===== src/rtl/pipeline_hazard_ctrl_if.sv =====
// Hazard-controller signal bundle: pipeline status in, register enables/flushes out.
// With PIPE_PERF_CNT_EN defined it also carries the stall/flush performance counters.
interface pipeline_hazard_ctrl_if #(
  parameter int REG_W = 4
`ifdef PIPE_PERF_CNT_EN
  , parameter int CNT_W = 16
`endif
);
  logic [REG_W-1:0] ID_SrcReg1;
  logic [REG_W-1:0] ID_SrcReg2;
  logic             ID_Uses1;
  logic             ID_Uses2;
  logic             ID_BranchTaken;
  logic             EX_MemRead;
  logic [REG_W-1:0] EX_WReg;
  logic             EXMEM_Halt;
  logic             IMem_Stall;
  logic             DMem_Stall;

  logic             PC_WriteEnable;
  logic             IFID_WriteEnable;
  logic             IDEX_WriteEnable;
  logic             EXMEM_WriteEnable;
  logic             MEMWB_WriteEnable;
  logic             IFID_Flush;
  logic             IDEX_Flush;
  logic             EXMEM_Flush;
  logic             MEMWB_Flush;
  logic             Halted;
`ifdef PIPE_PERF_CNT_EN
  logic [CNT_W-1:0] StallCycles;
  logic [CNT_W-1:0] FlushCount;
`endif

  modport master (
    output ID_SrcReg1, ID_SrcReg2, ID_Uses1, ID_Uses2, ID_BranchTaken,
           EX_MemRead, EX_WReg, EXMEM_Halt, IMem_Stall, DMem_Stall,
    input  PC_WriteEnable, IFID_WriteEnable, IDEX_WriteEnable,
           EXMEM_WriteEnable, MEMWB_WriteEnable,
           IFID_Flush, IDEX_Flush, EXMEM_Flush, MEMWB_Flush, Halted
`ifdef PIPE_PERF_CNT_EN
    , input StallCycles, FlushCount
`endif
  );

  modport slave (
    input  ID_SrcReg1, ID_SrcReg2, ID_Uses1, ID_Uses2, ID_BranchTaken,
           EX_MemRead, EX_WReg, EXMEM_Halt, IMem_Stall, DMem_Stall,
    output PC_WriteEnable, IFID_WriteEnable, IDEX_WriteEnable,
           EXMEM_WriteEnable, MEMWB_WriteEnable,
           IFID_Flush, IDEX_Flush, EXMEM_Flush, MEMWB_Flush, Halted
`ifdef PIPE_PERF_CNT_EN
    , output StallCycles, FlushCount
`endif
  );
endinterface


===== src/rtl/pipeline_hazard_ctrl.sv =====
// Stall/flush sequencer for the 5-stage pipeline; outputs are same-cycle combinational.
// Optional macro PIPE_PERF_CNT_EN adds saturating StallCycles/FlushCount counters.
module pipeline_hazard_ctrl #(
  parameter int REG_W = 4
`ifdef PIPE_PERF_CNT_EN
  , parameter int CNT_W = 16
`endif
) (
  input  logic                   clk,
  input  logic                   rst,
  pipeline_hazard_ctrl_if.slave  hz
);

  typedef enum logic [1:0] {
    RUN     = 2'd0,
    DSTALL  = 2'd1,
    HALTING = 2'd2,
    HALTED  = 2'd3
  } state_t;

  localparam logic [REG_W-1:0] NO_REG = '0;

  state_t state_q, state_d;

  logic we_pc, we_ifid, we_idex, we_exmem, we_memwb;
  logic fl_ifid, fl_idex, fl_exmem, fl_memwb;
  logic halted;
  logic loaduse;

  // Register 0 is hard-wired, so a load targeting it can never create a hazard.
  assign loaduse = hz.EX_MemRead && (hz.EX_WReg != NO_REG) &&
                   ((hz.ID_Uses1 && (hz.ID_SrcReg1 == hz.EX_WReg)) ||
                    (hz.ID_Uses2 && (hz.ID_SrcReg2 == hz.EX_WReg)));

  always_comb begin
    we_pc    = 1'b1;
    we_ifid  = 1'b1;
    we_idex  = 1'b1;
    we_exmem = 1'b1;
    we_memwb = 1'b1;
    fl_ifid  = 1'b0;
    fl_idex  = 1'b0;
    fl_exmem = 1'b0;
    fl_memwb = 1'b0;
    halted   = 1'b0;
    state_d  = state_q;

    unique case (state_q)
      RUN, DSTALL: begin
        if (hz.DMem_Stall) begin
          // Freeze everything up to EX/MEM; WB receives a bubble each miss cycle.
          we_pc    = 1'b0;
          we_ifid  = 1'b0;
          we_idex  = 1'b0;
          we_exmem = 1'b0;
          fl_memwb = 1'b1;
          state_d  = DSTALL;
        end else if (hz.EXMEM_Halt) begin
          we_pc    = 1'b0;
          we_ifid  = 1'b0;
          we_idex  = 1'b0;
          fl_exmem = 1'b1;
          state_d  = HALTING;
        end else begin
          state_d = RUN;
          if (loaduse || hz.IMem_Stall) begin
            // A taken branch stays parked in ID until the fetch side is free.
            we_pc   = 1'b0;
            we_ifid = 1'b0;
            fl_idex = 1'b1;
          end else if (hz.ID_BranchTaken) begin
            fl_ifid = 1'b1;
          end
        end
      end
      HALTING: begin
        we_pc    = 1'b0;
        we_ifid  = 1'b0;
        we_idex  = 1'b0;
        we_exmem = 1'b0;
        state_d  = HALTED;
      end
      HALTED: begin
        we_pc    = 1'b0;
        we_ifid  = 1'b0;
        we_idex  = 1'b0;
        we_exmem = 1'b0;
        we_memwb = 1'b0;
        halted   = 1'b1;
      end
      default: state_d = RUN;
    endcase

    // Reset is asynchronous, so the outputs must drop in the same instant.
    if (!rst) begin
      we_pc    = 1'b0;
      we_ifid  = 1'b0;
      we_idex  = 1'b0;
      we_exmem = 1'b0;
      we_memwb = 1'b0;
      fl_ifid  = 1'b0;
      fl_idex  = 1'b0;
      fl_exmem = 1'b0;
      fl_memwb = 1'b0;
      halted   = 1'b0;
      state_d  = RUN;
    end
  end

  always_ff @(posedge clk or negedge rst) begin
    if (!rst) begin
      state_q <= RUN;
    end else begin
      state_q <= state_d;
    end
  end

  assign hz.PC_WriteEnable    = we_pc;
  assign hz.IFID_WriteEnable  = we_ifid;
  assign hz.IDEX_WriteEnable  = we_idex;
  assign hz.EXMEM_WriteEnable = we_exmem;
  assign hz.MEMWB_WriteEnable = we_memwb;
  assign hz.IFID_Flush        = fl_ifid;
  assign hz.IDEX_Flush        = fl_idex;
  assign hz.EXMEM_Flush       = fl_exmem;
  assign hz.MEMWB_Flush       = fl_memwb;
  assign hz.Halted            = halted;

`ifdef PIPE_PERF_CNT_EN
  localparam logic [CNT_W-1:0] CNT_MAX = '1;

  logic [CNT_W-1:0] stall_cnt_q, stall_cnt_d;
  logic [CNT_W-1:0] flush_cnt_q, flush_cnt_d;
  logic             any_flush;

  assign any_flush = fl_ifid | fl_idex | fl_exmem | fl_memwb;

  // Counters saturate rather than wrap and stop counting once halted.
  always_comb begin
    stall_cnt_d = stall_cnt_q;
    flush_cnt_d = flush_cnt_q;
    if (state_q != HALTED) begin
      if (!we_pc && (stall_cnt_q != CNT_MAX)) stall_cnt_d = stall_cnt_q + 1'b1;
      if (any_flush && (flush_cnt_q != CNT_MAX)) flush_cnt_d = flush_cnt_q + 1'b1;
    end
  end

  always_ff @(posedge clk or negedge rst) begin
    if (!rst) begin
      stall_cnt_q <= '0;
      flush_cnt_q <= '0;
    end else begin
      stall_cnt_q <= stall_cnt_d;
      flush_cnt_q <= flush_cnt_d;
    end
  end

  assign hz.StallCycles = stall_cnt_q;
  assign hz.FlushCount  = flush_cnt_q;
`endif

endmodule


===== src/flat_wrapper.sv =====
// flat-port wrapper written by rule: the top's interface ports become plain ports
module pipeline_hazard_ctrl_flat 
#(
  parameter int REG_W = 4

)
  (clk, rst, hz_ID_SrcReg1, hz_ID_SrcReg2, hz_ID_Uses1, hz_ID_Uses2, hz_ID_BranchTaken, hz_EX_MemRead, hz_EX_WReg, hz_EXMEM_Halt, hz_IMem_Stall, hz_DMem_Stall, hz_PC_WriteEnable, hz_IFID_WriteEnable, hz_IDEX_WriteEnable, hz_EXMEM_WriteEnable, hz_MEMWB_WriteEnable, hz_IFID_Flush, hz_IDEX_Flush, hz_EXMEM_Flush, hz_MEMWB_Flush, hz_Halted);
  pipeline_hazard_ctrl_if #(.REG_W(REG_W)) hz_i ();
  input  logic clk;
  input  logic rst;
  input wire logic [$bits(hz_i.ID_SrcReg1)-1:0] hz_ID_SrcReg1;
  input wire logic [$bits(hz_i.ID_SrcReg2)-1:0] hz_ID_SrcReg2;
  input wire logic [$bits(hz_i.ID_Uses1)-1:0] hz_ID_Uses1;
  input wire logic [$bits(hz_i.ID_Uses2)-1:0] hz_ID_Uses2;
  input wire logic [$bits(hz_i.ID_BranchTaken)-1:0] hz_ID_BranchTaken;
  input wire logic [$bits(hz_i.EX_MemRead)-1:0] hz_EX_MemRead;
  input wire logic [$bits(hz_i.EX_WReg)-1:0] hz_EX_WReg;
  input wire logic [$bits(hz_i.EXMEM_Halt)-1:0] hz_EXMEM_Halt;
  input wire logic [$bits(hz_i.IMem_Stall)-1:0] hz_IMem_Stall;
  input wire logic [$bits(hz_i.DMem_Stall)-1:0] hz_DMem_Stall;
  output wire logic [$bits(hz_i.PC_WriteEnable)-1:0] hz_PC_WriteEnable;
  output wire logic [$bits(hz_i.IFID_WriteEnable)-1:0] hz_IFID_WriteEnable;
  output wire logic [$bits(hz_i.IDEX_WriteEnable)-1:0] hz_IDEX_WriteEnable;
  output wire logic [$bits(hz_i.EXMEM_WriteEnable)-1:0] hz_EXMEM_WriteEnable;
  output wire logic [$bits(hz_i.MEMWB_WriteEnable)-1:0] hz_MEMWB_WriteEnable;
  output wire logic [$bits(hz_i.IFID_Flush)-1:0] hz_IFID_Flush;
  output wire logic [$bits(hz_i.IDEX_Flush)-1:0] hz_IDEX_Flush;
  output wire logic [$bits(hz_i.EXMEM_Flush)-1:0] hz_EXMEM_Flush;
  output wire logic [$bits(hz_i.MEMWB_Flush)-1:0] hz_MEMWB_Flush;
  output wire logic [$bits(hz_i.Halted)-1:0] hz_Halted;
  assign hz_i.ID_SrcReg1 = hz_ID_SrcReg1;
  assign hz_i.ID_SrcReg2 = hz_ID_SrcReg2;
  assign hz_i.ID_Uses1 = hz_ID_Uses1;
  assign hz_i.ID_Uses2 = hz_ID_Uses2;
  assign hz_i.ID_BranchTaken = hz_ID_BranchTaken;
  assign hz_i.EX_MemRead = hz_EX_MemRead;
  assign hz_i.EX_WReg = hz_EX_WReg;
  assign hz_i.EXMEM_Halt = hz_EXMEM_Halt;
  assign hz_i.IMem_Stall = hz_IMem_Stall;
  assign hz_i.DMem_Stall = hz_DMem_Stall;
  assign hz_PC_WriteEnable = hz_i.PC_WriteEnable;
  assign hz_IFID_WriteEnable = hz_i.IFID_WriteEnable;
  assign hz_IDEX_WriteEnable = hz_i.IDEX_WriteEnable;
  assign hz_EXMEM_WriteEnable = hz_i.EXMEM_WriteEnable;
  assign hz_MEMWB_WriteEnable = hz_i.MEMWB_WriteEnable;
  assign hz_IFID_Flush = hz_i.IFID_Flush;
  assign hz_IDEX_Flush = hz_i.IDEX_Flush;
  assign hz_EXMEM_Flush = hz_i.EXMEM_Flush;
  assign hz_MEMWB_Flush = hz_i.MEMWB_Flush;
  assign hz_Halted = hz_i.Halted;
  pipeline_hazard_ctrl #(.REG_W(REG_W)) u_core (.clk(clk), .rst(rst), .hz(hz_i));
endmodule

===== config.mk =====
export PLATFORM = sky130hd
export DESIGN_NAME = pipeline_hazard_ctrl_flat
export DESIGN_NICKNAME = d
export VERILOG_FILES = /design/src/rtl/pipeline_hazard_ctrl_if.sv /design/src/rtl/pipeline_hazard_ctrl.sv /design/src/flat_wrapper.sv
export SDC_FILE = /design/constraint.sdc
export NUM_CORES = 1
export LEC_CHECK = 0
export BUFFER_PORTS_ARGS = -buffer_cell sky130_fd_sc_hd__buf_4
export CAP_MARGIN = 20
export CELL_PAD_IN_SITES_DETAIL_PLACEMENT = 1
export CELL_PAD_IN_SITES_GLOBAL_PLACEMENT = 1
export CORE_MARGIN = 3
export CORE_UTILIZATION = 20
export CTS_CLUSTER_SIZE = 28
export DETAILED_ROUTE_END_ITERATION = 7
export PLACE_DENSITY = 0.75
export SLEW_MARGIN = 20
export SYNTH_ARGS = -nofsm -noshare
export SYNTH_HDL_FRONTEND = slang
export SYNTH_SLANG_ARGS = --single-unit
export TNS_END_PERCENT = 20

===== constraint.sdc =====
create_clock -name clk -period 1.88 [get_ports clk]
set_input_delay 0.376 -clock clk [delete_from_list [all_inputs] [get_ports clk]]
set_output_delay 0.376 -clock clk [all_outputs]
set_load 0.02 [all_outputs]

=== Yosys cells after proc, flatten, opt, wreduce, memory -nomap -nowiden ===
Cells that the tools add are included.

* Equality and inequality tests: 6
* Multiplexer cells: 38
* Reductions and logical operators: 10

{| class="wikitable"
|+ Operators with widths
! operator !! count
|-
| two-way mux 1 bit || 31
|-
| == test 4 bit || 2
|-
| two-way mux 2 bit || 3
|-
| case mux 1 bit (2 select lines) || 3
|-
| == test 2 bit, second input constant || 2
|-
| logical AND 1 bit || 4
|-
| case mux 2 bit (2 select lines) || 1
|-
| nonzero test 4 bit || 1
|-
| OR reduction 2 bit || 2
|-
| inequality test 3 x 1 -> 1 bit, second input constant || 1
|-
| == test 2 x 1 -> 1 bit, second input constant || 1
|-
| logical NOT 2 bit || 1
|-
| logical OR 1 bit || 2
|}

* Flip-flop bits (word level): 2
* Input bits: 21
* Output and inout bits: 10
* Word-level logic and storage cells: 55

=== Depth between registers and ports, before layout ===
Gate-level depths: netlist of the first run.

* Depth after elaboration: 10
* Depth in mapped cells: 5
* Mapped depth without buffers: 4

=== Worst setup path before layout of the first run ===
No wires, ideal clock.

* Path kind: flip-flop to output port
* Start: register u_core.state_q[1]
* End: output hz_PC_WriteEnable
* Arrival time: 2.111 ns
* Setup slack: -0.607 ns
* Cell stages (with the launch flop): 5
* Cell sequence: dfrtp_1 > nor3b_2 > nor2b_1 > nor4b_2 > buf_4

* Word-level cells in the longest chain between the ends: 4
* Elaborated cells on any way between the ends: 8

{| class="wikitable"
|+ RTL lines
! item !! line !! RTL
|-
| start: declaration || pipeline_hazard_ctrl.sv:23 || <nowiki>state_t state_q, state_d;</nowiki>
|-
| start signal: assignment || pipeline_hazard_ctrl.sv:114 || <nowiki>state_q <= state_d;</nowiki>
|-
| == test 2 bit, or another cell as far along || -- ||
|-
| OR reduction 2 bit (on tied branches) || -- ||
|-
| case mux 1 bit (2 select lines) (*) || -- ||
|-
| two-way mux 1 bit (*) || -- ||
|-
| end: declaration || flat_wrapper.sv:21 || <nowiki>output wire logic [$bits(hz_i.PC_WriteEnable)-1:0] hz_PC_WriteEnable;</nowiki>
|}

Every way passes the cells marked *; elsewhere a longest branch is shown, timed or not.

=== Worst setup path in the final report of the first run ===
* Start: input hz_EX_WReg[2]
* End: output hz_IFID_WriteEnable

* Word-level cells in the longest chain between the ends: 10
* Elaborated cells on any way between the ends: 14

{| class="wikitable"
|+ RTL lines
! item !! line !! RTL
|-
| start: declaration || flat_wrapper.sv:17 || <nowiki>input wire logic [$bits(hz_i.EX_WReg)-1:0] hz_EX_WReg;</nowiki>
|-
| == test 4 bit (on tied branches) || pipeline_hazard_ctrl.sv:32, pipeline_hazard_ctrl.sv:33 ||
|-
| logical AND 1 bit (on tied branches) || pipeline_hazard_ctrl.sv:32, pipeline_hazard_ctrl.sv:33 ||
|-
| logical OR 1 bit || pipeline_hazard_ctrl.sv:32 || <nowiki>((hz.ID_Uses1 && (hz.ID_SrcReg1 == hz.EX_WReg)) ||</nowiki>
|-
| logical AND 1 bit (*) || pipeline_hazard_ctrl.sv:31 || <nowiki>assign loaduse = hz.EX_MemRead && (hz.EX_WReg != NO_REG) &&</nowiki>
|-
| logical OR 1 bit (*) || pipeline_hazard_ctrl.sv:66 || <nowiki>if (loaduse || hz.IMem_Stall) begin</nowiki>
|-
| two-way mux 1 bit (*) || pipeline_hazard_ctrl.sv:66 ||
|-
| two-way mux 1 bit (*) || pipeline_hazard_ctrl.sv:58 || <nowiki>end else if (hz.EXMEM_Halt) begin</nowiki>
|-
| two-way mux 1 bit (*) || pipeline_hazard_ctrl.sv:50 || <nowiki>if (hz.DMem_Stall) begin</nowiki>
|-
| case mux 1 bit (2 select lines) (*) || pipeline_hazard_ctrl.sv:48 || <nowiki>unique case (state_q)</nowiki>
|-
| two-way mux 1 bit (*) || pipeline_hazard_ctrl.sv:95 || <nowiki>if (!rst) begin</nowiki>
|-
| end: declaration || flat_wrapper.sv:22 || <nowiki>output wire logic [$bits(hz_i.IFID_WriteEnable)-1:0] hz_IFID_WriteEnable;</nowiki>
|}

Marks and branches as above.

==> results.py, run 1 <==
metrics = {
    "setup_path": {
        "r2r-start": "u_core.state_q[1]$_DFFE_PN0P_",
        "cp_data_arrival_time_ns": 1.59,
        "crit_family": "compound AO/OA/AOI/OAI gates",
        "cp_cell_sequence": "buf_8 > o41a_1 > nand3_2 > nor4_4 > nor4b_4 > buf_4",
        "critPathBufInv": 2,
        "crit_start": "hz_EX_WReg[2]",
        "cp_slowest_cell": "o41a_1",
        "critPathLaunchType": "primary input",
        "critPathCaptureType": "primary output",
        "slowest_delay_ns": 0.46,
        "cp_max_fo": 3,
        "required_ns": 1.50,
        "critical_path_class": "in -> out",
    },
    "power": {
        "combPwrFrac_pct": 45.7,
        "intPower_mw": 0.185,
        "pwr-share-seq_pct": 18.6,
        "power_mw": 0.267,
        "power_switching_share_pct": 30.7,
        "clkPwrFrac_pct": 35.7,
        "power.density_nw_per_um2": 409,
        "netSwitchingPower_mw": 0.0819,
        "leakage_nw": 0.303,
        "ir_drop_mv": 0.227,
    },
    "timing": {
        "period_needed_ns": 1.97,
        "slew_violations": 0,
        "finalSetupTns_ns": -0.224,
        "tightest_slew_ns": 0.371,
        "fin_crit_sh_pct": 105,
        "hold_slack_ns": 0.411,
        "setup_slack_ns": -0.0869,
        "max_freq_mhz": 508,
        "relSlewSlack_pct": 75.1,
        "setup_violations": 4,
        "rsz0062_at_grt": "yes",
        "fin_skew_ns": 0.00342,
        "hold_viol": 0,
    },
    "finish": {
        "largestRegisters": "u_core.state_q (2)",
        "drive_gt1_share_pct": 70.1,
        "largest_reg_flops": 2,
        "num-nets-final": 90,
        "final_area_um2": 652,
        "syn2layout_area_growth_pct": 127,
        "diodes": 0,
        "largest_register": "u_core.state_q",
    },
    "synth": {
        "ys_seq_elements": 2,
        "synthTopCellsByCount": "6 x xor2_1, 3 x nor4_2",
        "synth.cell_area_um2": 288,
        "syn_nets": 50,
        "synth_edf_count": 0,
        "yosys-top-cells-area": "xor2_1 18%, dfrtp_1 17%, nor4_2 13%, xnor2_1 6.1%, nor4b_2 5.2%",
        "synth_flop_cell": "dfrtp_1",
        "synthArstFlopShare_pct": 100,
        "synth_top_area_share_pct": 18.3,
        "ys_seq_area_share_pct": 17.4,
        "synth_most_common_cell": "xor2_1",
        "syn_inst": 29,
        "synth_top_cell_by_area": "xor2_1",
        "yosys.cell_types.count": 18,
        "syn_area_per_cell_um2": 9.92,
        "yosys_warnings": 0,
    },
    "floorplanning": {
        "num_rows": 13,
        "die_y_um": 43.9,
        "die-area_um2": 1930,
        "ios": 31,
        "start_util_pct": 21.8,
        "core_um2": 1320,
        "die_w_um": 43.9,
    },
    "place": {
        "hpwl_um": 858,
        "dpl-instance-area_um2": 547,
        "post-place-ws_ns": -0.0640,
        "portBuffers": 30,
        "place_congestion": 0.779,
    },
    "routing": {
        "routedWlPerCell_um": 13.0,
        "viasPerCell": 4.70,
        "drtIter0Drc": 1,
        "drcViolationCount": 0,
        "drtAntennaViolNets": 0,
        "via_count": 385,
        "drt_wl_total_um": 1070,
        "firstDrtPassIters": 2,
    },
    "min_path": {
        "hold_path_startpoint": "hz_DMem_Stall",
        "worstHoldPathType": "in -> reg",
    },
    "global_routing": {
        "grt_use_total_pct": 11.6,
        "overflow": 0,
        "antenna_found_initial": 0,
        "grt_start_max_net_pins": 8,
        "grt_pass1_wl_um": 1640,
        "grt_pass1_vias": 417,
    },
    "clock_network": {
        "clockRootBuffer": "clkbuf_4",
        "cts_buffers": 3,
        "clk_pin_slew_ns": 0.03,
        "cts_tree": "yes",
        "cts.path.max_buffers": 2,
        "clkLatencyLatePin_ns": 0.23,
        "cts.sinks": 2,
        "htree_levels": 1,
    },
    "flow_run": {
        "max_cap_viol_count": 0,
    },
    "status": {
        "violations": "setup timing",
        "outcome": "finished, violations left",
    },
}
## final cells by class
type	instances	area, µm²
Multi-Input combinational cell	26	275
Clock buffer	3	22.5
Timing Repair Buffer	36	284
Tap cell	15	18.8
Fill cell	159	666
Sequential cell	2	51.3
## kinds of logic (layout without fill, tap and decap cells)
group / Yosys count / count (layout) / synth area share [%]
flops: 2 / 2 / 17.4
xor+xnor: 8 / 8 / 24.3
compound gates: 5 / 5 / 14.8
buf+inv: 1 / 39 / 2.61
simple gates: 13 / 13 / 40.9
## layout by cell type (no fill, tap or decap), types with 2 or more instances in the layout
cell type  count
nand3_2        2
clkbuf_4       3
buf_4         33
xor2_1         6
xnor2_1        2
o21a_1         2
nor4_4         2
## routing by layer
metal	GRT usage, %	routed length [µm]
met4	7.23	25
met2	21.8	585
met3	3.32	155
met5	0	0
met1	10.6	299
## worst paths after layout
check / cells past startpoint / slack [ns] / end
worst max-delay path: 6 / -0.09 / hz_IFID_WriteEnable
worst min-delay path: 2 / 0.41 / u_core.state_q[0]$_DFFE_PN0P_
worst max register to register: 1 / 1.13 / u_core.state_q[0]$_DFFE_PN0P_
worst min register to register: 1 / 0.58 / u_core.state_q[1]$_DFFE_PN0P_
max in group asynchronous: 2 / 1.22 / u_core.state_q[1]$_DFFE_PN0P_
min in group asynchronous: 2 / 0.52 / u_core.state_q[1]$_DFFE_PN0P_
## what timing repair did
action                     4_1_cts  5_1_grt
hold buffers                     1        0
pin swaps                        0        6
setup buffers                    0        5
setup endpoints to repair        4        4
gates resized for setup          0        7
hold endpoints to repair         2        0
## power by group through the flow
stage | Sequential, mW | Clock (mW) | Combinational (mW)
6_report | 0.0497 | 0.0953 | 0.122
3_3_place_gp | 0.0497 | 0 | 0.102
2_1_floorplan | 0.0491 | 0 | 0.0451
4_1_cts | 0.0494 | 0.0992 | 0.107
5_1_grt | 0.0503 | 0.104 | 0.131
3_5_place_dp | 0.0498 | 0 | 0.105
## through the flow
step | cells | utilization (%)
6_report | 82 | 49.5
5_1_grt | 82 | 49.5
3_5_place_dp | 73 | 41.5
4_1_cts | 77 | 44.0
3_3_place_gp | 73 | 41.5
2_1_floorplan | 29 | -
Note: power is estimated with default switching activity, not from simulation.
==> run 2: changes to the inputs <==
--- a/config.mk
+++ b/config.mk
@@ -9,7 +9,7 @@
 export CAP_MARGIN = 20
 export CELL_PAD_IN_SITES_DETAIL_PLACEMENT = 1
 export CELL_PAD_IN_SITES_GLOBAL_PLACEMENT = 1
-export CORE_MARGIN = 3
+export CORE_MARGIN = 2
 export CORE_UTILIZATION = 20
 export CTS_CLUSTER_SIZE = 28
 export DETAILED_ROUTE_END_ITERATION = 7
==> run 2 against run 1 <==
First-iteration DRC count is 100% lower. Largest power group unchanged. Via count is 3.1% lower. Largest cell class is now multi-input combinational cells. Sequential cell count stayed put. The run still ends with setup timing left.
==> results.py, run 2 (synthesis results as in run 1) <==
metrics = {
    "timing": {
        "setup_slack_ns": -0.0474,
        "slew_violations": 0,
        "fin_skew_ns": 0.00410,
        "period_needed_ns": 1.93,
        "relSlewSlack_pct": 76.6,
        "rsz0062_at_grt": "yes",
        "finalSetupTns_ns": -0.123,
        "setup_violations": 4,
        "fin_crit_sh_pct": 103,
        "hold_viol": 0,
        "max_freq_mhz": 519,
        "tightest_slew_ns": 0.349,
    },
    "routing": {
        "routedWlPerCell_um": 11.7,
        "drt_wl_total_um": 921,
        "drtAntennaViolNets": 0,
        "drtIter0Drc": 0,
        "viasPerCell": 4.72,
        "via_count": 373,
        "firstDrtPassIters": 1,
        "drcViolationCount": 0,
    },
    "floorplanning": {
        "ios": 31,
        "start_util_pct": 21.8,
        "core_um2": 1320,
        "num_rows": 13,
        "die_w_um": 41.9,
        "die_y_um": 41.9,
        "die-area_um2": 1760,
    },
    "global_routing": {
        "use_met3_pct": 2.61,
        "grt_pass1_wl_um": 1520,
        "top_usage_layer": "met2",
        "use_met2_pct": 20.6,
        "grt_start_max_net_pins": 8,
        "antenna_found_initial": 0,
        "grt_use_total_pct": 11.3,
        "grt_pass1_vias": 410,
        "grt_use_met1_pct": 11.1,
        "overflow": 0,
    },
    "clock_network": {
        "clk_pin_slew_ns": 0.03,
        "cts_tree": "yes",
        "clkLatencyLatePin_ns": 0.23,
        "htree_levels": 1,
        "cts_buffers": 3,
        "cts.path.max_buffers": 2,
        "cts.sinks": 2,
        "clockRootBuffer": "clkbuf_4",
    },
    "setup_path": {
        "r2r-end": "u_core.state_q[1]$_DFFE_PN0P_",
        "reg2reg_slack_ns": 1.13,
        "cp_max_fo": 3,
        "critPathLaunchType": "primary input",
        "r2r_cells": 1,
        "critical_path_class": "in -> out",
        "critPathCaptureType": "primary output",
        "crit_start": "hz_EX_WReg[2]",
        "required_ns": 1.50,
        "r2r-start": "u_core.state_q[1]$_DFFE_PN0P_",
        "cp_data_arrival_time_ns": 1.55,
    },
    "power": {
        "power.density_nw_per_um2": 418,
        "leakage_nw": 0.287,
        "ir_drop_mv": 0.202,
    },
    "finish": {
        "final_common_cell": "buf_4",
        "final-seq-area_um2": 51.3,
        "drive_gt1_share_pct": 68.8,
        "diodes": 0,
        "largest_register": "u_core.state_q",
        "layout_common_cells": "30 x buf_4, 6 x xor2_1, 3 x clkbuf_4",
        "fillCellCount": 156,
        "largest_reg_flops": 2,
        "largestRegisters": "u_core.state_q (2)",
        "num-nets-final": 87,
        "final_area_um2": 629,
        "multi_input_area_um2": 275,
        "syn2layout_area_growth_pct": 119,
    },
    "flow_run": {
        "max_cap_viol_count": 0,
    },
    "min_path": {
        "worstHoldPathCells": 2,
        "hold_path_startpoint": "hz_DMem_Stall",
        "min_to": "u_core.state_q[0]$_DFFE_PN0P_",
        "worstHoldPathType": "in -> reg",
    },
    "place": {
        "dpl-instance-area_um2": 547,
        "place_congestion": 0.664,
        "portBuffers": 30,
    },
    "status": {
        "violations": "setup timing",
        "outcome": "finished, violations left",
    },
}
[run 2: layout make-up]
cell class,instances,share of cell area [%]
repair buffers,33,41.6
clock buffers,3,3.58
multi-input cells,26,43.7
well taps,15,2.98
flip-flops and latches,2,8.15
[run 2: critical path, stage by stage]
cell	delay, ns
buf_8	0.10
o41a_1	0.45
nand3_2	0.10
nor4_4	0.06
nor4b_4	0.28
buf_4	0.18
[run 2: how the worst max path moves through the flow]
stage / endpoint / slack [ns] / cells after the start
6_report: hz_PC_WriteEnable / -0.05 / 6
5_1_grt: hz_IFID_WriteEnable / -0.11 / 6
4_1_cts: hz_PC_WriteEnable / -0.06 / 6
3_5_place_dp: hz_PC_WriteEnable / -0.07 / 6
3_3_place_gp: hz_PC_WriteEnable / -0.04 / 6
2_1_floorplan: hz_PC_WriteEnable / -0.14 / 4
[run 2: power breakdown]
group | leakage [nW] | switching [mW] | internal [mW]
Clock | 0.0138 | 0.0257 | 0.0705
Combinational | 0.249 | 0.0525 | 0.0647
Sequential | 0.0244 | 0.00315 | 0.0465
[run 2: through the flow]
stage          worst slack, ns  std cells  hold WS, ns  utilization [%]  power, mW
2_1_floorplan           -0.136         29       0.0804                -     0.0943
3_3_place_gp           -0.0372         73        0.181             41.5      0.152
3_5_place_dp           -0.0675         73        0.183             41.5      0.154
4_1_cts                -0.0641         79        0.408             46.6      0.264
5_1_grt                 -0.106         79        0.413             47.8      0.280
6_report               -0.0474         79        0.409             47.8      0.263
[run 2: layer usage]
layer | part of all wire [%] | wire [µm]
met5 | 0 | 0
met4 | 0.98 | 9
met3 | 14 | 131
met2 | 53 | 492
met1 | 31 | 287
[run 2: repair_timing]
action	in CTS	in global routing
endpoints found under the hold margin	2	0
hold buffers	1	0
pin swaps	4	1
setup buffers	2	0
resized for setup	4	3
cloned	0	0
setup endpoints to repair	4	4
